[src/rtl/quad_gen_pkg.sv]
// Shared types, A/B phase tables and helpers for the quadrature step generator.
package quad_gen_pkg;

    typedef enum logic [2:0] {
        IDLE = 3'd0,
        P0   = 3'd1,
        P1   = 3'd2,
        P2   = 3'd3,
        P3   = 3'd4
    } qg_state_t;

    typedef enum logic {
        DIR_CW  = 1'b0,
        DIR_CCW = 1'b1
    } qg_dir_t;

    // {A,B} resting level between detents.
    localparam logic [1:0] AB_DETENT = 2'b11;

    // Per-detent {A,B} sequences; A falls while B=1 for CW and while B=0 for CCW.
    localparam logic [1:0] CW_SEQ  [4] = '{2'b01, 2'b00, 2'b10, 2'b11};
    localparam logic [1:0] CCW_SEQ [4] = '{2'b10, 2'b00, 2'b01, 2'b11};

    // {A,B} value for phase idx of a detent in the given direction.
    function automatic logic [1:0] phase_ab(qg_dir_t dir, logic [1:0] idx);
        return (dir == DIR_CW) ? CW_SEQ[idx] : CCW_SEQ[idx];
    endfunction

endpackage

[src/rtl/quad_dwell_timer.sv]
// Phase dwell timer: load arms a full phase, run counts it down and auto-reloads,
// expire_o is high in the last cycle of each PHASE_CYCLES-long phase.
module quad_dwell_timer #(
    parameter int PHASE_CYCLES = 20000
) (
    input  logic clk,
    input  logic rst,
    input  logic load_i,
    input  logic run_i,
    output logic expire_o
);

    localparam int CNT_W = $clog2(PHASE_CYCLES + 1);
    localparam logic [CNT_W-1:0] RELOAD = CNT_W'(PHASE_CYCLES - 1);

    logic [CNT_W-1:0] cnt_q;
    logic [CNT_W-1:0] cnt_d;

    // Next count: load arms a phase, run decrements and wraps back to a full phase.
    always_comb begin
        cnt_d = cnt_q;
        if (load_i) begin
            cnt_d = RELOAD;
        end else if (run_i) begin
            cnt_d = (cnt_q == '0) ? RELOAD : cnt_q - 1'b1;
        end
    end

    // Counter register.
    always_ff @(posedge clk) begin
        if (rst) cnt_q <= '0;
        else     cnt_q <= cnt_d;
    end

    assign expire_o = run_i && !load_i && (cnt_q == '0);

endmodule

[src/rtl/quadrature_step_generator.sv]
// Quadrature step generator: emits N detents of A/B quadrature in a commanded
// direction, tracking a wrapping position count.
// Handshake: a command is taken on any rising edge where cmd_valid && cmd_ready;
// cmd_dir/cmd_count are sampled on that edge, and cmd_ready is high only in IDLE.
module quadrature_step_generator
    import quad_gen_pkg::*;
#(
    parameter int PHASE_CYCLES = 20000,
    parameter int CNT_W        = 16,
    parameter int POS_W        = 24
) (
    input  logic             clk,
    input  logic             rst,
    input  logic             cmd_valid,
    output logic             cmd_ready,
    input  logic             cmd_dir,
    input  logic [CNT_W-1:0] cmd_count,
    input  logic             abort,
    input  logic             pos_clr,
    output logic             enc_a,
    output logic             enc_b,
    output logic             busy,
    output logic             done,
    output logic [POS_W-1:0] position,
    output qg_state_t        dbg_state_o
);

    qg_state_t        state_q, state_d;
    logic [1:0]       ab_q, ab_d;
    qg_dir_t          dir_q, dir_d;
    logic [CNT_W-1:0] rem_q, rem_d;
    logic [POS_W-1:0] pos_q, pos_d;
    logic             abort_q, abort_d;
    logic             done_q, done_d;
    logic             load;
    logic             expire;
    logic             run;

    assign run = (state_q != IDLE);

    quad_dwell_timer #(
        .PHASE_CYCLES(PHASE_CYCLES)
    ) u_timer (
        .clk      (clk),
        .rst      (rst),
        .load_i   (load),
        .run_i    (run),
        .expire_o (expire)
    );

    // Next-state logic: phase stepping, detent accounting, abort latch and position.
    always_comb begin
        state_d = state_q;
        ab_d    = ab_q;
        dir_d   = dir_q;
        rem_d   = rem_q;
        pos_d   = pos_q;
        abort_d = abort_q;
        done_d  = 1'b0;
        load    = 1'b0;

        case (state_q)
            IDLE: begin
                abort_d = 1'b0;
                if (cmd_valid) begin
                    dir_d = qg_dir_t'(cmd_dir);
                    if (cmd_count == '0) begin
                        done_d = 1'b1;
                    end else begin
                        state_d = P0;
                        rem_d   = cmd_count;
                        ab_d    = phase_ab(qg_dir_t'(cmd_dir), 2'd0);
                        load    = 1'b1;
                    end
                end
            end
            P0: begin
                if (abort) abort_d = 1'b1;
                if (expire) begin
                    state_d = P1;
                    ab_d    = phase_ab(dir_q, 2'd1);
                end
            end
            P1: begin
                if (abort) abort_d = 1'b1;
                if (expire) begin
                    state_d = P2;
                    ab_d    = phase_ab(dir_q, 2'd2);
                end
            end
            P2: begin
                if (abort) abort_d = 1'b1;
                if (expire) begin
                    state_d = P3;
                    ab_d    = phase_ab(dir_q, 2'd3);
                end
            end
            P3: begin
                if (abort) abort_d = 1'b1;
                if (expire) begin
                    // Detent finished: account for it, then stop or start the next one.
                    pos_d = (dir_q == DIR_CW) ? pos_q + POS_W'(1) : pos_q - POS_W'(1);
                    rem_d = rem_q - CNT_W'(1);
                    if ((rem_q == CNT_W'(1)) || abort_q || abort) begin
                        state_d = IDLE;
                        ab_d    = AB_DETENT;
                        done_d  = 1'b1;
                        abort_d = 1'b0;
                    end else begin
                        state_d = P0;
                        ab_d    = phase_ab(dir_q, 2'd0);
                    end
                end
            end
            default: begin
                state_d = IDLE;
                ab_d    = AB_DETENT;
            end
        endcase

        // Clear takes priority over a coincident detent increment.
        if (pos_clr) pos_d = '0;
    end

    // State and output registers.
    always_ff @(posedge clk) begin
        if (rst) begin
            state_q <= IDLE;
            ab_q    <= AB_DETENT;
            dir_q   <= DIR_CW;
            rem_q   <= '0;
            pos_q   <= '0;
            abort_q <= 1'b0;
            done_q  <= 1'b0;
        end else begin
            state_q <= state_d;
            ab_q    <= ab_d;
            dir_q   <= dir_d;
            rem_q   <= rem_d;
            pos_q   <= pos_d;
            abort_q <= abort_d;
            done_q  <= done_d;
        end
    end

    assign enc_a       = ab_q[1];
    assign enc_b       = ab_q[0];
    assign cmd_ready   = (state_q == IDLE);
    assign busy        = (state_q != IDLE);
    assign done        = done_q;
    assign position    = pos_q;
    assign dbg_state_o = state_q;

endmodule

[config.mk]
export PLATFORM = sky130hd
export DESIGN_NAME = quadrature_step_generator
export DESIGN_NICKNAME = d
export VERILOG_FILES = /design/src/rtl/quad_gen_pkg.sv /design/src/rtl/quad_dwell_timer.sv /design/src/rtl/quadrature_step_generator.sv
export SDC_FILE = /design/constraint.sdc
export NUM_CORES = 1
export LEC_CHECK = 0
export BUFFER_PORTS_ARGS = -buffer_cell sky130_fd_sc_hd__buf_2
export CORE_MARGIN = 1
export CORE_UTILIZATION = 34
export CTS_CLUSTER_DIAMETER = 120
export CTS_CLUSTER_SIZE = 14
export DETAILED_ROUTE_END_ITERATION = 16
export GPL_ROUTABILITY_DRIVEN = 1
export PLACE_DENSITY = 0.61
export SYNTH_ARGS = -nofsm -noshare
export SYNTH_HDL_FRONTEND = slang
export SYNTH_HIERARCHICAL = 1
export SYNTH_SLANG_ARGS = --single-unit
[constraint.sdc]
create_clock -name clk -period 2.9 [get_ports clk]
set_input_delay 0.145 -clock clk [delete_from_list [all_inputs] [get_ports clk]]
set_output_delay 0.145 -clock clk [all_outputs]
set_load 0.005 [all_outputs]
# Word level (Yosys, flattened, before mapping)
# Index checks and enable logic that the tools add are counted.
totals:
  out_inout_bits: 32
  reg_bits: 63
  memories: 0
  latchBits: 0
  word_cells: 82
  ram_bits: 0
  input_bits: 22
  rom_bits: 0
op_classes:
  n_eq_ne: 11
  mul: 0
  shift: 0
  div_mod_pow: 0
  n_lt_le_gt_ge: 0
  bitwise_logic: 0
  n_addsub: 4
  reduce_logical: 19
  mux: 39
ops:
  columns: ["cell", "count"]
  rows:
  - ["$mux 16", 3]
  - ["$mux 15", 3]
  - ["$pmux 16 s2", 1]
  - ["$add 24x1->24 const B", 1]
  - ["$mux 24", 1]
  - ["$sub 24x1->24 const B", 1]
  - ["$mux 2", 10]
  - ["$mux 3", 6]
  - ["$eq 16x1->1 const B", 1]
  - ["$logic_not 16->1", 1]
  - ["$sub 16x1->16 const B", 1]
  - ["$logic_not 15->1", 1]
  - ["$pmux 3 s5", 1]
  - ["$sub 15x1->15 const B", 1]
  - ["$ne 2x2->1 const B", 6]
  - ["$mux 1", 11]
  - ["$pmux 2 s5", 1]
  - ["$eq 3x2->1 const B", 2]
  - ["$reduce_and 6->1", 1]
  - ["$reduce_bool 3->1", 2]
  - ["$reduce_and 2->1", 2]
  - ["$reduce_and 4->1", 1]
  - ["$reduce_bool 2->1", 2]
  - ["$reduce_or 2->1", 2]
  - ["other kinds (9)", 11]

# Depth between registers and ports, before layout
# Gate-level depths: netlist of run 1.
logic_depth:
  depth_word: 9
  depth_mapped: 13
  depth_no_buf: 11

# Hierarchy
# The synthesis of run 1 kept the hierarchy.
modules_own_cells:
  columns: ["mod", "instances", "area_each_um2", "cells_each", "seq_area_each_um2"]
  rows:
  - ["quadrature_step_generator", 1, 3487.1, 471, 960.9]
  - ["quad_dwell_timer", 1, 785.8, 89, 300.3]

# Least setup slack after synthesis of run 1
# OpenSTA, ideal clock, no wires.
synth_path:
  path_type: "flip-flop to flip-flop"
  start: "reg state_q[2], in the netlist dbg_state_o[2]"
  end: "reg rem_q[15]"
  period_less_slack_ps: 2893
  stages_incl_launch_ff: 14
  setup_ps: 128
  arrival_time_ps: 2765
  path_buffers: 4
  t_required_ps: 2772
  path_slack_ps: 7
  cell_sequence: "dfxtp_1 -> buf_2 -> or3_1 -> buf_2 -> nor3b_1 -> nor2b_1 -> nor3b_1 -> nand2_1 -> nand2b_1 -> buf_2 -> buf_2 -> nand2_1 -> a22oi_1 -> nor2_1"
synth_between:
  word_cells_on_any_way: 13
  cone_classes: "eq/ne: 4; mux: 2; reduce/logical: 7"
synth_rtl:
  columns: ["element", "line", "source"]
  rows:
  - ["start: declaration", "quadrature_step_generator.sv:28", "qg_state_t state_q, state_d;"]
  - ["start signal: assignment", "quadrature_step_generator.sv:136", "state_q <= state_d;"]
  - ["$reduce_bool 3->1", null, null]
  - ["via busy", "quadrature_step_generator.sv:22", "output logic busy,"]
  - ["$logic_and 1x1->1 (2 in series)", "quad_dwell_timer.sv:35", "assign expire_o = run_i && !load_i && (cnt_q == '0);"]
  - ["via expire", "quadrature_step_generator.sv:36", "logic expire;"]
  - ["$ne 2x2->1 (no line)", null, null]
  - ["$reduce_and 4->1 (no line)", null, null]
  - ["end signal: assignment", "quadrature_step_generator.sv:139", "rem_q <= rem_d;"]
  - ["end: declaration", "quadrature_step_generator.sv:31", "logic [CNT_W-1:0] rem_q, rem_d;"]
# The timed path passes the listed nets, and every way through them passes these cells.
# A chain may end at the register's enable or synchronous reset.

# Worst setup path in the final report of run 1
layout_path:
  start: "reg state_q[2], in the netlist dbg_state_o[2]"
  end: "reg rem_q[4]"
layout_between:
  elab_chain_len: 7
  word_cells_on_any_way: 13
  cone_classes: "eq/ne: 4; mux: 2; reduce/logical: 7"
layout_rtl:
  columns: ["element", "line", "source"]
  rows:
  - ["$logic_not 3->1", "quadrature_step_generator.sv:62", "case (state_q)"]
  - ["$mux 1", "quadrature_step_generator.sv:62", null]
  - ["$logic_not 1->1", "quad_dwell_timer.sv:35", null]
  - ["$logic_and 1x1->1 (*) (2 in series)", "quad_dwell_timer.sv:35", null]
  - ["via expire", "quadrature_step_generator.sv:36", null]
  - ["$ne 2x2->1 (no line) (*)", null, null]
  - ["$reduce_and 4->1 (no line) (*)", null, null]
# The timed path passes the listed nets; every way through them passes the cells marked *.

==> run_results.csv, run 1 <==
group,metric,value,unit
pwr,cellPowerDensity,492.4,mW/mm²
layout,final_nets,658,
grt,number_of_antenna_violations_at_the_first_check_in_global_routing,0,
timing,max-slew-margin-rel,0.3950,
timing,final_setup_violating_endpoints,0,
clocking,clock_latency,0.34,ns
synth,syn_inst_count,560,
floorplanning,die_width,114.1,µm
pwr,totalPowerFinal,2.505,mW
synth,post_synth_num_cell_types,72,
synth,async_reset_ff_frac,0,
hold_path,hold_path.class,"primary input to register",
routing,avgRoutedWirePerCell,14.28,µm
timing,report.final.slew_viol_count,0,
clocking,tritoncts_clock_tree,"yes",
status,status,"finished, final reports clean",
worst_setup_path,critPathArrivalTime,2.90,ns
synth,synth-warning-count,6,
floorplanning,boundary_pin_count,54,
worst_setup_path,worstSetupEndpointType,"register",
run,max_cap_violations,0,
routing,detail_route.vias_per_cell,5.379,
timing,max_slew.worst_pin.slew,0.9042,ns
timing,hold_violations,0,
synth,seq_area_frac_synth,0.2952,
pwr,vdd.ir_drop.worst,0.0003004,V
synth,postSynthRegisterBits,63,
timing,timing.fmax,379.5,MHz
floorplanning,fp.coreArea,0.01211,mm²
timing,finClkSkew,0.005684,ns
clocking,clk_path_buf_depth,2,
worst_setup_path,startpoint_type,"register",
synth,synth_edf_count,0,
routing,drt_iter0_markers,200,
placed_design,place.gp.congestion,0.8486,
layout,layout-drive-gt1-share,0.1772,
grt,globalRoute.totalOverflow,0,
grt,global_route_wire_length_before_repair,18.96,mm
timing,grt_setup_unrepaired,"false",
worst_setup_path,worstPathRequired,3.16,ns
grt,grt_start_max_net_pins,41,
clocking,cts_htree_levels,3,
grt,grt_pass1_vias,4019,
floorplanning,initial_utilization,0.3528,
routing,dr_total_vias,4212,
worst_setup_path,worstSetupPathType,"register to register",
placed_design,placed_cell_area,0.004756,mm²
layout,syn_to_final_growth,19.06,%
worst_setup_path,top_fanout_value_on_the_critical_path,14,
layout,antennaDiodeCount,0,
timing,period_share,0.9086,
placed_design,numPortBuffers,53,
synth,synth.net_count,608,
pwr,cellLeakagePower,2.073,nW
routing,drcViolationCount,0,
floorplanning,site_row_count,40,
grt,globalRouteTotalUtil,0.1827,
timing,fin_crit,2.635,ns
clocking,clock_tree.root_cell,"clkbuf_16",
clocking,clk_pin_slew,0.06,ns
floorplanning,dieHeight,114.1,µm
synth,syn_avg_cell_area,7.630,µm²
synth,main_flop_type_after_synthesis,"dfxtp_1",
synth,mappedNetlistArea,0.004273,mm²
placed_design,dp_hpwl,8.147,mm
layout,final_design_area_no_fill,0.005087,mm²
routing,drtPass1Iterations,4,
clocking,cts_made_buffers,9,
floorplanning,die_area,0.01302,mm²
timing,totalNegativeSetupSlack,0,ns
clocking,cts.sinks,63,
routing,route.antenna.remaining_nets,0,
layout,finish.utilization,0.4200,
routing,wirelength,11.18,mm
## report_power, final
group | leakage, nW | total (mW) | switching, mW | internal (mW)
registers | 0.514 | 0.945 | 0.0409 | 0.904
clock network | 0.156 | 1.17 | 0.400 | 0.775
logic | 1.40 | 0.385 | 0.229 | 0.156
## final timing paths
path                               startpoint                        to  slack [ns]  cells after the start
setup / recovery  dbg_state_o[2]$_SDFFE_PP0P_     rem_q[4]$_SDFFE_PP0P_        0.27                      8
hold / removal                        cmd_dir        dir_q$_SDFFE_PP0P_        0.11                      3
setup reg to reg  dbg_state_o[2]$_SDFFE_PP0P_     rem_q[4]$_SDFFE_PP0P_        0.27                      8
hold reg to reg      position[9]$_SDFFE_PP0P_  position[9]$_SDFFE_PP0P_        0.47                      2
## worst max-delay path, cell delays in order, from the launching register on
cell     delay [ns]
dfxtp_1        0.35
or3_1          0.41
nor3b_1        0.18
nor2b_1        0.16
nor3b_2        0.17
and2_1         0.19
nor2_1         0.70
o21ai_0        0.21
a21oi_1        0.18
## sequential cells by signal (all words and copies together) (netlist names)
name           flops
u_timer/cnt_q     15
position          24
ab_q               2
dir_q              1
rem_q             16
abort_q            1
done               1
dbg_state_o        3
## area by class of cell
type / instances / area [µm²]
multi-input cells: 454 / 2845
well taps: 168 / 210.2
clock inverters: 5 / 81.33
repair buffers: 69 / 397.9
flip-flops and latches: 63 / 1261
inverters: 13 / 48.80
clock buffers: 11 / 242.7
fillers: 1258 / 7024
## per-stage QoR
stage          hold slack [ns]  instances  setup WS (ns)
5_1_grt                 0.1061        783      0.0003255
4_1_cts                0.08985        783         0.2319
6_report                0.1069        783         0.2651
3_3_place_gp            0.4385        767         0.2881
3_5_place_dp            0.4377        767         0.2614
2_1_floorplan           0.2180        560       0.007016
## cells by family after synthesis
kind of cell	Yosys count	synth area share
AND/OR/NAND/NOR	222	0.2618
AO/OA/AOI/OAI	177	0.2641
flip-flops	63	0.2952
buffers and inverters	43	0.04070
adder cells (fa/ha/maj)	27	0.08023
XOR/XNOR	26	0.05329
multiplexers	2	0.004685
## layer usage
metal  track usage  vias up  part of all wire
met5             0        -                 0
met4       0.06580        0             0.018
met3       0.04659       20             0.044
met2        0.3083      108              0.48
met1        0.2247     1938              0.46
li1              -     2146                 -
## cell usage after synthesis (5+ instances only)
master | instances | area share
nor2_1 | 58 | 0.051
a21o_1 | 10 | 0.018
ha_1 | 25 | 0.073
nand3_1 | 12 | 0.014
xnor2_1 | 14 | 0.029
nor2b_1 | 5 | 0.0073
o21a_1 | 5 | 0.0088
a31oi_1 | 7 | 0.010
buf_2 | 10 | 0.012
nand2_1 | 68 | 0.060
xor2_1 | 12 | 0.025
nand4_1 | 7 | 0.010
nor4_1 | 9 | 0.013
nor3_1 | 19 | 0.022
a211oi_1 | 8 | 0.014
clkbuf_1 | 20 | 0.018
o21ai_0 | 27 | 0.032
or3_1 | 6 | 0.0088
a21oi_1 | 68 | 0.080
o31ai_1 | 5 | 0.0088
dfxtp_1 | 63 | 0.30
inv_1 | 13 | 0.011
o21ai_1 | 11 | 0.013
## placed cells by master, fill, tap and decap left out, types with 4 or more instances in the layout
cell | Yosys | layout
xor2_1 | 12 | 12
buf_4 | 0 | 15
o21ai_0 | 27 | 27
o21ai_1 | 11 | 11
a31oi_1 | 7 | 7
nand4_1 | 7 | 7
buf_2 | 10 | 53
dfxtp_1 | 63 | 63
a211oi_1 | 8 | 8
nand2_1 | 68 | 68
or3_1 | 6 | 6
nor4_1 | 9 | 9
a21o_1 | 10 | 10
xnor2_1 | 14 | 14
nor3_1 | 19 | 19
o21a_1 | 5 | 5
clkbuf_16 | 0 | 9
and2_1 | 4 | 4
nor2b_1 | 5 | 5
nor2_1 | 58 | 58
o31ai_1 | 5 | 5
ha_1 | 25 | 25
a21oi_1 | 68 | 68
nand3_1 | 12 | 12
inv_1 | 13 | 13
## what timing repair did
item                                    4_1_cts  5_1_grt
endpoints found under the setup margin        0        2
buffers inserted                              0        0
gates resized for setup                       0        2
hold buffers                                  0        0
Note: power is estimated with default switching activity, not from simulation.
==> inputs of run 2 (changes only) <==
--- a/config.mk
+++ b/config.mk
@@ -5,6 +5,7 @@
 export SDC_FILE = /design/constraint.sdc
 export NUM_CORES = 1
 export LEC_CHECK = 0
+export ABC_AREA = 1
 export BUFFER_PORTS_ARGS = -buffer_cell sky130_fd_sc_hd__buf_2
 export CORE_MARGIN = 1
 export CORE_UTILIZATION = 34
@@ -13,6 +14,7 @@
 export DETAILED_ROUTE_END_ITERATION = 16
 export GPL_ROUTABILITY_DRIVEN = 1
 export PLACE_DENSITY = 0.61
+export REMOVE_ABC_BUFFERS = 1
 export SYNTH_ARGS = -nofsm -noshare
 export SYNTH_HDL_FRONTEND = slang
 export SYNTH_HIERARCHICAL = 1
==> run_results.csv, run 2 <==
group,metric,value,unit
clocking,postCtsResizedCells,0,
worst_setup_path,worstPathRequired,3.17,ns
pwr,p_seq_frac,0.351,
timing,post-route-worst-setup-slack,0.5454,ns
pwr,net-switching-power,1.055,mW
worst_setup_path,cpLargestDelayFamily,"simple AND/OR/NAND/NOR gates",
pwr,power_switching_share,0.3634,
synth,syn_avg_cell_area,6.206,µm²
synth,async_reset_ff_frac,0,
timing,grt_setup_unrepaired,"false",
timing,finClkSkew,0.007169,ns
synth,biggest_area_contributors_in_the_synthesized_netlist,"dfxtp_1 (26%), nand2_1 (15%), inv_1 (9.0%)",
layout,mostFrequentLayoutCell,"nand2_1",
routing,route.antenna.remaining_nets,0,
timing,timing.fmax,424.7,MHz
hold_path,hold_path.class,"primary input to register",
clocking,tritoncts_clock_tree,"yes",
pwr,cellPowerDensity,521.6,mW/mm²
routing,avgRoutedWirePerCell,12.01,µm
grt,grt_pass1_vias,4329,
timing,period_share,0.8119,
clocking,cts_made_buffers,9,
layout,final_nets,885,
grt,grt_start_max_net_pins,42,
synth,yosys-top-cells-count,"nand2_1 (198), inv_1 (116), nor2_1 (97)",
floorplanning,die_width,121.5,µm
synth,main_flop_type_after_synthesis,"dfxtp_1",
run,max_cap_violations,0,
floorplanning,initial_utilization,0.3496,
floorplanning,site_row_count,43,
timing,report.final.slew_viol_count,0,
routing,detail_route.vias_per_cell,4.764,
synth,synthDominantAreaCellType,"dfxtp_1",
synth,synth_edf_count,0,
timing,max-slew-margin-rel,0.7247,
grt,number_of_antenna_violations_at_the_first_check_in_global_routing,0,
clocking,clk_pin_slew,0.06,ns
worst_setup_path,worstSetupEndpointType,"register",
timing,fin_crit,2.355,ns
floorplanning,dieHeight,121.5,µm
worst_setup_path,worstSetupPathType,"register to register",
placed_design,numPortBuffers,53,
status,status,"finished, final reports clean",
pwr,clkPwrFrac,0.339,
grt,globalRoute.totalOverflow,0,
routing,top_layer_used,"met4",
synth,mappedNetlistArea,0.004853,mm²
placed_design,dp_hpwl,9.351,mm
timing,final_setup_violating_endpoints,0,
worst_setup_path,startpoint_type,"register",
pwr,internal_power,1.849,mW
worst_setup_path,timing.critical_path.cells,"inv_1 -> ha_1 -> nand3_2 -> inv_1 -> nand4_1 -> nor3_1 -> inv_1 -> nor2_8 -> inv_4 -> nand2_4 -> inv_2 -> nor2_1 -> o21ai_0 -> a21oi_1",
floorplanning,fp.coreArea,0.01388,mm²
worst_setup_path,top_fanout_value_on_the_critical_path,21,
synth,syn_inst_count,782,
worst_setup_path,critPathArrivalTime,2.63,ns
worst_setup_path,cpPeakStageDelay,0.32,ns
timing,totalNegativeSetupSlack,0,ns
layout,syn_to_final_growth,14.75,%
routing,met3WireLength,529,µm
pwr,vdd.ir_drop.worst,0.0003065,V
routing,met2WireLength,5.301,mm
synth,synth-warning-count,6,
floorplanning,die_area,0.01476,mm²
routing,dr_total_vias,4864,
timing,hold_violations,0,
worst_setup_path,worstPathBufferInverterCount,5,
layout,largest_register_ffs,24,
clocking,clock_tree.root_cell,"clkbuf_16",
routing,routedLengthMet1,6.192,mm
routing,drcViolationCount,0,
layout,multi_input_comb_area,0.003058,mm²
routing,wirelength,12.26,mm
layout,finish.utilization,0.4012,
pwr,pwr-share-comb,0.310,
floorplanning,boundary_pin_count,54,
grt,globalRouteTotalUtil,0.1771,
routing,drt_iter0_markers,297,
pwr,cellLeakagePower,2.818,nW
synth,synth.most_common_cell,"nand2_1",
layout,antennaDiodeCount,0,
layout,layout.cells.most_common_list,"nand2_1 (198), inv_1 (116), nor2_1 (97), nand3_1 (63), dfxtp_1 (63)",
synth,post_synth_num_cell_types,46,
worst_setup_path,critical-path-slowest-cell,"dfxtp_1",
clocking,clk_path_buf_depth,2,
clocking,clock_latency,0.34,ns
clocking,cts_htree_levels,3,
synth,synth_top_cell_area_share,0.2599,
synth,postSynthRegisterBits,63,
layout,layout-drive-gt1-share,0.1165,
clocking,cts_hold_buffers,0,
placed_design,preCtsSetupSlack,0.5447,ns
placed_design,place.gp.congestion,0.8752,
clocking,postCtsSetupBuffers,0,
clocking,cts.sinks,63,
routing,drtPass1Iterations,5,
layout,fill_cell_total_of_the_finished_layout,1512,
layout,seqCellArea,0.001261,mm²
timing,max_slew.worst_pin.slew,0.4130,ns
worst_setup_path,cp_common_cell,"inv_1",
synth,seq_area_frac_synth,0.2599,
grt,global_route_wire_length_before_repair,20.66,mm
## run 2: worst paths after layout
path	end	cells after the start	start	slack, ns
min	rem_q[7]$_SDFFE_PP0P_	3	cmd_count[7]	0.08
max	rem_q[12]$_SDFFE_PP0P_	14	u_timer/cnt_q[0]$_SDFFE_PP0P_	0.55
min reg2reg	u_timer/cnt_q[12]$_SDFFE_PP0P_	2	u_timer/cnt_q[12]$_SDFFE_PP0P_	0.46
max reg2reg	rem_q[12]$_SDFFE_PP0P_	14	u_timer/cnt_q[0]$_SDFFE_PP0P_	0.55
## run 2: through the flow
step / hold slack, ns / power [mW] / area [µm²] / cells
3_3_place_gp: 0.4385 / 1.935 / 5304 / 1006
3_5_place_dp: 0.4371 / 1.932 / 5304 / 1006
4_1_cts: 0.07100 / 2.941 / 5569 / 1021
2_1_floorplan: 0.2141 / 1.715 / 4776 / 768
5_1_grt: 0.1183 / 3.130 / 5569 / 1021
6_report: 0.08215 / 2.905 / 5569 / 1021
## run 2: power groups by stage
stage	sequential [mW]	clock (mW)	combinational (mW)
floorplan	1.03	0	0.683
global placement	1.04	0	0.897
detailed placement	1.04	0	0.894
CTS	1.02	1.02	0.900
global route	1.03	1.06	1.04
finish	1.02	0.984	0.900
## run 2: kinds of logic after synthesis
group	after synthesis	synth area share
simple gates	405	0.3702
xor+xnor	14	0.02526
compound gates	139	0.1660
fa+ha+maj	26	0.06857
flops	63	0.2599
buf+inv	135	0.1101
## run 2: cell type report
| cell class | count | area share |
|---|---|---|
| Multi-Input combinational cell | 584 | 0.5491 |
| Sequential cell | 63 | 0.2265 |
| Inverter | 121 | 0.08200 |
| Timing Repair Buffer | 58 | 0.05437 |
| Clock buffer | 11 | 0.04359 |
| Tap cell | 180 | 0.04044 |
| Clock inverter | 4 | 0.004044 |
## run 2: per-layer routing
metal | track usage | vias to the layer above
li1 | - | 2654
met1 | 0.2407 | 2109
met2 | 0.2667 | 87
met3 | 0.03336 | 14
met4 | 0.08488 | 0
met5 | 0 | -
## run 2: worst reg2reg max path, stage by stage, from the launching register on
cell and delay, ns:
dfxtp_1 0.32, inv_1 0.10, ha_1 0.21, nand3_2 0.14, inv_1 0.17, nand4_1 0.14, nor3_1 0.20, inv_1 0.15
nor2_8 0.14, inv_4 0.07, nand2_4 0.20, inv_2 0.15, nor2_1 0.11, o21ai_0 0.08, a21oi_1 0.12
